### config.mk
export PLATFORM = sky130hd
export DESIGN_NAME = cache_ctrl
export DESIGN_NICKNAME = d
export VERILOG_FILES = /design/src/rtl/cache_ctrl.sv
export SDC_FILE = /design/constraint.sdc
export NUM_CORES = 2
export LEC_CHECK = 0
export CORE_UTILIZATION = 67
export DETAILED_ROUTE_END_ITERATION = 6
export PLACE_DENSITY = 0.92
export REMOVE_ABC_BUFFERS = 1
export SLEW_MARGIN = 0
export SYNTH_ARGS = -nofsm -noshare
export SYNTH_HDL_FRONTEND = slang
export SYNTH_SLANG_ARGS = --single-unit
### constraint.sdc
create_clock -name clock -period 15.3 [get_ports clock]
set_input_delay 3.06 -clock clock [delete_from_list [all_inputs] [get_ports clock]]
set_output_delay 3.06 -clock clock [all_outputs]
set_load 0.03 [all_outputs]
### src/rtl/cache_ctrl.sv
// Direct-mapped, write-back, write-allocate cache controller: 256 lines x 4 words of 16 bits.
// Tag/valid/dirty live here; the data array and main memory sit outside the block.
module cache_ctrl (
  input  logic        clock,
  input  logic        rst,
  input  logic        cpu_req,
  input  logic        cpu_we,
  input  logic [12:0] cpu_addr,
  input  logic [15:0] cpu_wdata,
  output logic [15:0] cpu_rdata,
  output logic        cpu_ready,
  output logic        cpu_busy,
  output logic [9:0]  da_addr,
  output logic        da_we,
  output logic [15:0] da_wdata,
  input  logic [15:0] da_rdata,
  output logic        mem_req,
  output logic        mem_we,
  output logic [12:0] mem_addr,
  output logic [15:0] mem_wdata,
  input  logic [15:0] mem_rdata,
  input  logic        mem_ack,
  output logic        hit,
  output logic        miss
);

  typedef enum logic [1:0] {StIdle, StCompare, StWriteback, StAllocate} state_e;

  state_e       state_q;
  logic [12:0]  addr_q;
  logic         we_q;
  logic [15:0]  wdata_q;
  logic [1:0]   beat_q;
  logic [255:0] valid_q;
  logic [255:0] dirty_q;
  logic [2:0]   tag_mem [256];

  logic [2:0] req_tag;
  logic [7:0] req_idx;
  logic [1:0] req_word;
  logic [2:0] line_tag;
  logic       line_hit;
  logic       last_beat;

  assign req_tag   = addr_q[12:10];
  assign req_idx   = addr_q[9:2];
  assign req_word  = addr_q[1:0];
  assign line_tag  = tag_mem[req_idx];
  assign line_hit  = valid_q[req_idx] && (line_tag == req_tag);
  assign last_beat = mem_ack && (beat_q == 2'd3);

  always_ff @(posedge clock or negedge rst) begin
    if (!rst) begin
      state_q <= StIdle;
      addr_q  <= '0;
      we_q    <= 1'b0;
      wdata_q <= '0;
      beat_q  <= '0;
      valid_q <= '0;
      dirty_q <= '0;
    end else begin
      case (state_q)
        StIdle: begin
          if (cpu_req) begin
            addr_q  <= cpu_addr;
            we_q    <= cpu_we;
            wdata_q <= cpu_wdata;
            state_q <= StCompare;
          end
        end
        StCompare: begin
          if (line_hit) begin
            if (we_q) dirty_q[req_idx] <= 1'b1;
            state_q <= StIdle;
          end else begin
            beat_q  <= '0;
            state_q <= (valid_q[req_idx] && dirty_q[req_idx]) ? StWriteback : StAllocate;
          end
        end
        StWriteback: begin
          // Beat counter wraps to 0 on the last ack, ready for the allocate burst.
          if (mem_ack) begin
            beat_q <= beat_q + 2'd1;
            if (beat_q == 2'd3) state_q <= StAllocate;
          end
        end
        StAllocate: begin
          if (mem_ack) begin
            beat_q <= beat_q + 2'd1;
            if (beat_q == 2'd3) begin
              valid_q[req_idx] <= 1'b1;
              dirty_q[req_idx] <= 1'b0;
              state_q          <= StCompare;
            end
          end
        end
        default: state_q <= StIdle;
      endcase
    end
  end

  // Tags need no reset: a line is only trusted once its valid bit is set.
  always_ff @(posedge clock) begin
    if (state_q == StAllocate && last_beat) tag_mem[req_idx] <= req_tag;
  end

  always_comb begin
    cpu_rdata = '0;
    cpu_ready = 1'b0;
    cpu_busy  = (state_q != StIdle);
    da_addr   = '0;
    da_we     = 1'b0;
    da_wdata  = '0;
    mem_req   = 1'b0;
    mem_we    = 1'b0;
    mem_addr  = '0;
    mem_wdata = '0;
    hit       = 1'b0;
    miss      = 1'b0;
    case (state_q)
      StCompare: begin
        da_addr = {req_idx, req_word};
        if (line_hit) begin
          hit       = 1'b1;
          cpu_ready = 1'b1;
          if (we_q) begin
            da_we    = 1'b1;
            da_wdata = wdata_q;
          end else begin
            cpu_rdata = da_rdata;
          end
        end else begin
          miss = 1'b1;
        end
      end
      StWriteback: begin
        da_addr   = {req_idx, beat_q};
        mem_req   = 1'b1;
        mem_we    = 1'b1;
        mem_addr  = {line_tag, req_idx, beat_q};
        mem_wdata = da_rdata;
      end
      StAllocate: begin
        da_addr  = {req_idx, beat_q};
        mem_req  = 1'b1;
        mem_addr = {req_tag, req_idx, beat_q};
        if (mem_ack) begin
          da_we    = 1'b1;
          da_wdata = mem_rdata;
        end
      end
      default: ;
    endcase
  end

endmodule

# ---- Word-level counts from Yosys, hierarchy flattened
# Memory sizes are Yosys's and may differ from the RTL's.
# Index checks and enable logic that the tools add are counted.
dict set report word_totals {
  ram_bits 768
  elab_cells 88
  memories 1
  input_bits 66
  regBits 546
  out_inout_bits 78
}
dict set report classes {
  addsub 1
  mux 44
  reduce_logical 15
  n_bitwise 4
  n_lt_le_gt_ge 2
  eq_ne 14
}
# name depth word_bits rd rd_clocked_by_memory_dff write_ports line_no
set memory_table {}
lappend memory_table {tag_mem 256 3 1 0 1 36} ;# logic [2:0] tag_mem [256];
# op n
set op_table {}
lappend op_table {{$mux 256} 4}
lappend op_table {{$or 256x256->256} 2}
lappend op_table {{$pmux 256 s2} 1}
lappend op_table {{$and 256x256->256} 1}
lappend op_table {{$not 256->256} 1}
lappend op_table {{$mux 16} 7}
lappend op_table {{$pmux 16 s2} 1}
lappend op_table {{$pmux 13 s2} 1}
lappend op_table {{$pmux 10 s2} 1}
lappend op_table {{$bmux 1 s8} 2}
lappend op_table {{$mux 2} 8}
lappend op_table {{$ne 2x2->1 const B} 8}
lappend op_table {{$mux 1} 15}
lappend op_table {{$reduce_and 5->1} 2}
lappend op_table {{$lt 8x9->1 const B} 1}
lappend op_table {{$demux 1 s8} 1}
lappend op_table {{$ge 8x1->1 const B} 1}
lappend op_table {{$pmux 2 s4} 1}
lappend op_table {{$eq 2x2->1 const B} 3}
lappend op_table {{$reduce_and 3->1} 2}
lappend op_table {{$reduce_bool 2->1} 3}
lappend op_table {{$logic_and 1x1->1} 5}
lappend op_table {{$pmux 2 s2} 1}
lappend op_table {{$eq 3x3->1} 1}
lappend op_table {{7 further kinds} 7}

# ---- Depth between registers and ports, before layout
dict set report depth {
  ltp_word 9
  ltp_mapped 20
  ltp_nobuf 11
}

# ---- Worst setup path after synthesis
# No wires, ideal clock.
dict set report synth_timing {
  path_kind {register to output}
  from {register addr_q[12]}
  to {output port da_wdata[0]}
  stages_incl_launch_ff 7
  n_path_buf 1
  slack_ns 7.247
  t_required_ns 12.240
  arrival_ns 4.993
  cell_sequence {dfrtp_1 xnor2_1 nor3b_2 nand3_1 nor2_1 clkbuf_1 a22o_1}
}
dict set report synth_between {
  elab_chain_len 4
}
# element line_no
set synth_lines {}
lappend synth_lines {{start, declared} 30} ;# logic [12:0] addr_q;
lappend synth_lines {{start signal, assigned} 65} ;# addr_q <= cpu_addr;
lappend synth_lines {{$eq 3x3->1} 49} ;# assign line_hit = valid_q[req_idx] && (line_tag == req_tag);
lappend synth_lines {{$logic_and 1x1->1} 49}
lappend synth_lines {{$mux 16} 123} ;# if (line_hit) begin
lappend synth_lines {{$pmux 16 s2} 120} ;# case (state_q)
lappend synth_lines {{end, declared} 15} ;# output logic [15:0] da_wdata,
# Every way passes these cells.

# ---- Final worst setup path
dict set report layout_timing {
  from {register addr_q[4]}
  to {output port da_wdata[10]}
}
dict set report layout_between {
  elab_chain_len 5
  elab_cells_between_ends 7
  classes_between {1 x eq/ne; 4 x mux; 1 x reduce/logical; 1 x memory}
}
# element line_no
set layout_lines {}
lappend layout_lines {{$mem_v2 256x3 or $bmux 1 s8 (tied branches)} -}
lappend layout_lines {{$eq 3x3->1 or $mux 1 (tied branches)} 49}
lappend layout_lines {{$logic_and 1x1->1 (*)} 49}
lappend layout_lines {{$mux 16 (*)} 123}
lappend layout_lines {{$pmux 16 s2 (*)} 120}
# Every way passes the cells marked *; elsewhere a longest branch is shown, timed or not. The select of a mux whose other input is x is not followed.

==> summary.md <==
| Metric | Value |
|---|---|
| Status | `complete, but fails checks` |
| Failing checks | `DRC` |
| Final hold vios | `0` |
| Vias per cell | `7.77` |
| Pwr dens | `181 mW/mm^2` |
| Total Power | `11.4 mW` |
| Ys flop type | `edfxtp_1` |
| Die area | `0.0859 sq mm` |
| Post-CTS setup repair buffer count | `0` |
| Largest net degree at the start of global routing | `229` |
| Final period util | `0.756` |
| Post-synth EDFFs | `768` |
| Synth area leaders | `edfxtp_1, dfrtp_1, mux4_2, o31ai_1, mux2i_1` |
| Endpoints failing setup | `0` |
| Synthesized instance count | `3809` |
| Initial detailed-routing violation count | `7511` |
| DRC viols | `148` |
| Crit-path max cell delay | `1020 ps` |
| Crit path launch type | `flip-flop` |
| Post_cts resized | `0` |
| Hold buffers post-CTS | `0` |
| Syn avg cell area | `14.9 sq um` |
| Met2 routed WL | `76300 um` |
| Fmax | `0.0864 GHz` |
| Worst hold slack | `466 ps` |
| Wirelength, routed | `172000 um` |
| Final Skew | `33.5 ps` |
| First-pass GRT wire length | `253000 um` |
| Final net count | `3847` |
| Std-Cell Core Area | `0.0838 sq mm` |
| Area leader, netlist | `edfxtp_1` |
| Total congestion overflow | `0` |
| Drt first pass iters | `7` |
| Final ANT Viol Nets | `0` |
| Initial antenna violation count | `12` |
| Clock buffer depth | `3` |
| Most frequent cells in the layout | `edfxtp_1, dfrtp_1, o31ai_1` |
| Unrepaired setup endpoints after global routing | `no` |
| Post-Syn Area | `0.0568 sq mm` |
| Yosys cell types | `65` |
| CP max FO | `44` |
| #FFs+latches synth | `1314` |
| Via count | `38949` |
| Peak VDD IR | `213 uV` |
| Maxcap violations | `0` |
| Least-Margin Pin Slew | `1360 ps` |
| Share of cells above drive strength 1 | `0.218` |
| H-tree depth | `3` |
| CTS Buf Count | `119` |
| DR WL/cell | `34.3 um` |
| CP cell instances | `buf_4 -> nor2b_4 -> buf_4 -> a221o_1 -> a211oi_1 -> a2111oi_0 -> o21ai_0 -> o32a_1 -> xor2_1 -> nor2_1 -> nand3_1 -> nor2_1 -> a22o_1 -> clkdlybuf4s50_1` |
| Worst Setup Path Type | `reg -> out` |
| CP arrival | `8510 ps` |
| Most common cell after layout, fill and taps aside | `edfxtp_1` |
| Die Y | `293 um` |
| Ports | `144` |
| Lkg Pwr | `24.0 nW` |
| GRT Overall Usage | `0.402` |
| Async S/R FF share, synth | `0.416` |
| Fillcell total | `4117` |
| Chip width | `293 um` |
| Wire length on met3 | `27800 um` |
| Vias in the first global route | `39212` |
| Port Buf Inserts | `143` |
| Post-Route M1 WL | `52500 um` |
| GPL Wtd Cong | `0.914` |
| TritonCTS clock tree | `done` |
| Post-layout minimum cycle time | `11570 ps` |
| Ys Warns | `0` |
| Slew HR | `0.0819` |
| Dpl hpwl | `90700 um` |
| FP Rows | `106` |
| Initial core utilization | `0.678` |
| Top sig layer | `met5` |
| CP required | `12240 ps` |
| Worst-Skew Late Latency | `720 ps` |
| Synth top area share | `0.406` |
| Slowest CP cell | `dfrtp_4` |
| HP Class | `reg -> reg` |
| Clock root buffer | `clkbuf_16` |
| Area added between synthesis and finish | `10.6%` |
| Seq/Total Area, Yosys | `0.647` |
| TritonCTS Sinks | `1314` |
| Clock Pin Slew Worst Setup and Hold Paths | `60 ps` |
| Crit end category | `primary output` |
| Final Max Tran Viols | `0` |
| Fin util | `0.750` |
-- metal layers --
layer  up-vias  GRT usage
met1     18735      0.487
met2      4310      0.593
met4        22      0.298
met5         -    0.00681
li1      14691          -
met3      1191      0.152
-- layout make-up --
class / count / area (sq um) / area share
diodes: 1 / 2.50 / 0.0000398
clock buffers: 169 / 3370 / 0.0536
clock inverters: 57 / 790 / 0.0126
inverters: 16 / 60.1 / 0.000956
multi-input cells: 2116 / 18500 / 0.294
flip-flops and latches: 1314 / 36800 / 0.585
well taps: 1134 / 1420 / 0.0226
repair buffers: 208 / 2000 / 0.0318
-- synth_stat cells (8+ instances only) --
cell      number
edfxtp_1     768
dfrtp_1      546
o31ai_1      395
nor2_1       305
mux2i_1      259
or2_2        258
clkbuf_1     236
mux4_2       227
nand2_1      109
a22oi_1       89
o41ai_1       74
buf_2         63
nand3_1       54
and2_1        43
mux2_2        34
buf_4         29
a22o_1        24
a21oi_1       23
o41ai_2       23
o31ai_2       22
buf_6         21
nor3_1        17
nand2b_1      16
buf_1         14
o21ai_0       14
inv_1         12
a211oi_1      11
a31oi_1       11
nor2b_1       11
o22ai_1       10
nor4_1         9
and3_1         8
-- through the flow --
| step | worst slack (ps) | area (sq um) | instances | TNS [ps] |
|---|---|---|---|---|
| CTS | 4110 | 62800 | 5012 | 0 |
| global placement | 5120 | 58700 | 4786 | 0 |
| global route | 3520 | 62800 | 5015 | 0 |
| floorplan | -19150 | 55100 | 3446 | -6547270 |
| finish | 3730 | 62800 | 5015 | 0 |
| detailed placement | 4990 | 58700 | 4786 | 0 |
-- logic make-up after synthesis --
group / synth area share
DFF: 0.647
and+or+nand+nor: 0.0738
AOI/OAI and AO/OA: 0.104
muxes: 0.142
buffers and inverters: 0.0311
adders and majority gates: 0.00132
xor gates and xnor gates: 0.000308
-- report_power, final --
| group | internal [mW] | switching (mW) | leakage [nW] |
|---|---|---|---|
| sequential | 4.15 | 0.210 | 14.5 |
| combinational | 1.11 | 2.69 | 7.49 |
| clock | 1.84 | 1.36 | 2.03 |
| total | 7.10 | 4.26 | 24.0 |
-- critical path: cells and delay by family (launching register included) --
family                 cells  cell delay [ps]
AO/OA/AOI/OAI              6             2460
XOR/XNOR                   1              190
flip-flops                 1             1020
buffers and inverters      3             2050
AND/OR/NAND/NOR            4             1960
-- final timing paths --
kind                             startpoint            to  slack (ps)  depth (start not counted)
worst max-delay path              addr_q[4]  da_wdata[10]        3730                         14
worst min register to register  valid_q[26]   valid_q[26]         470                          1
worst max register to register    addr_q[4]     flip-flop        6580                         16
worst min-delay path            valid_q[26]   valid_q[26]         470                          1
min in group asynchronous               rst     async pin        2350                          1
max in group asynchronous               rst     addr_q[5]       10770                          3
(Power assumes the default switching activity.)
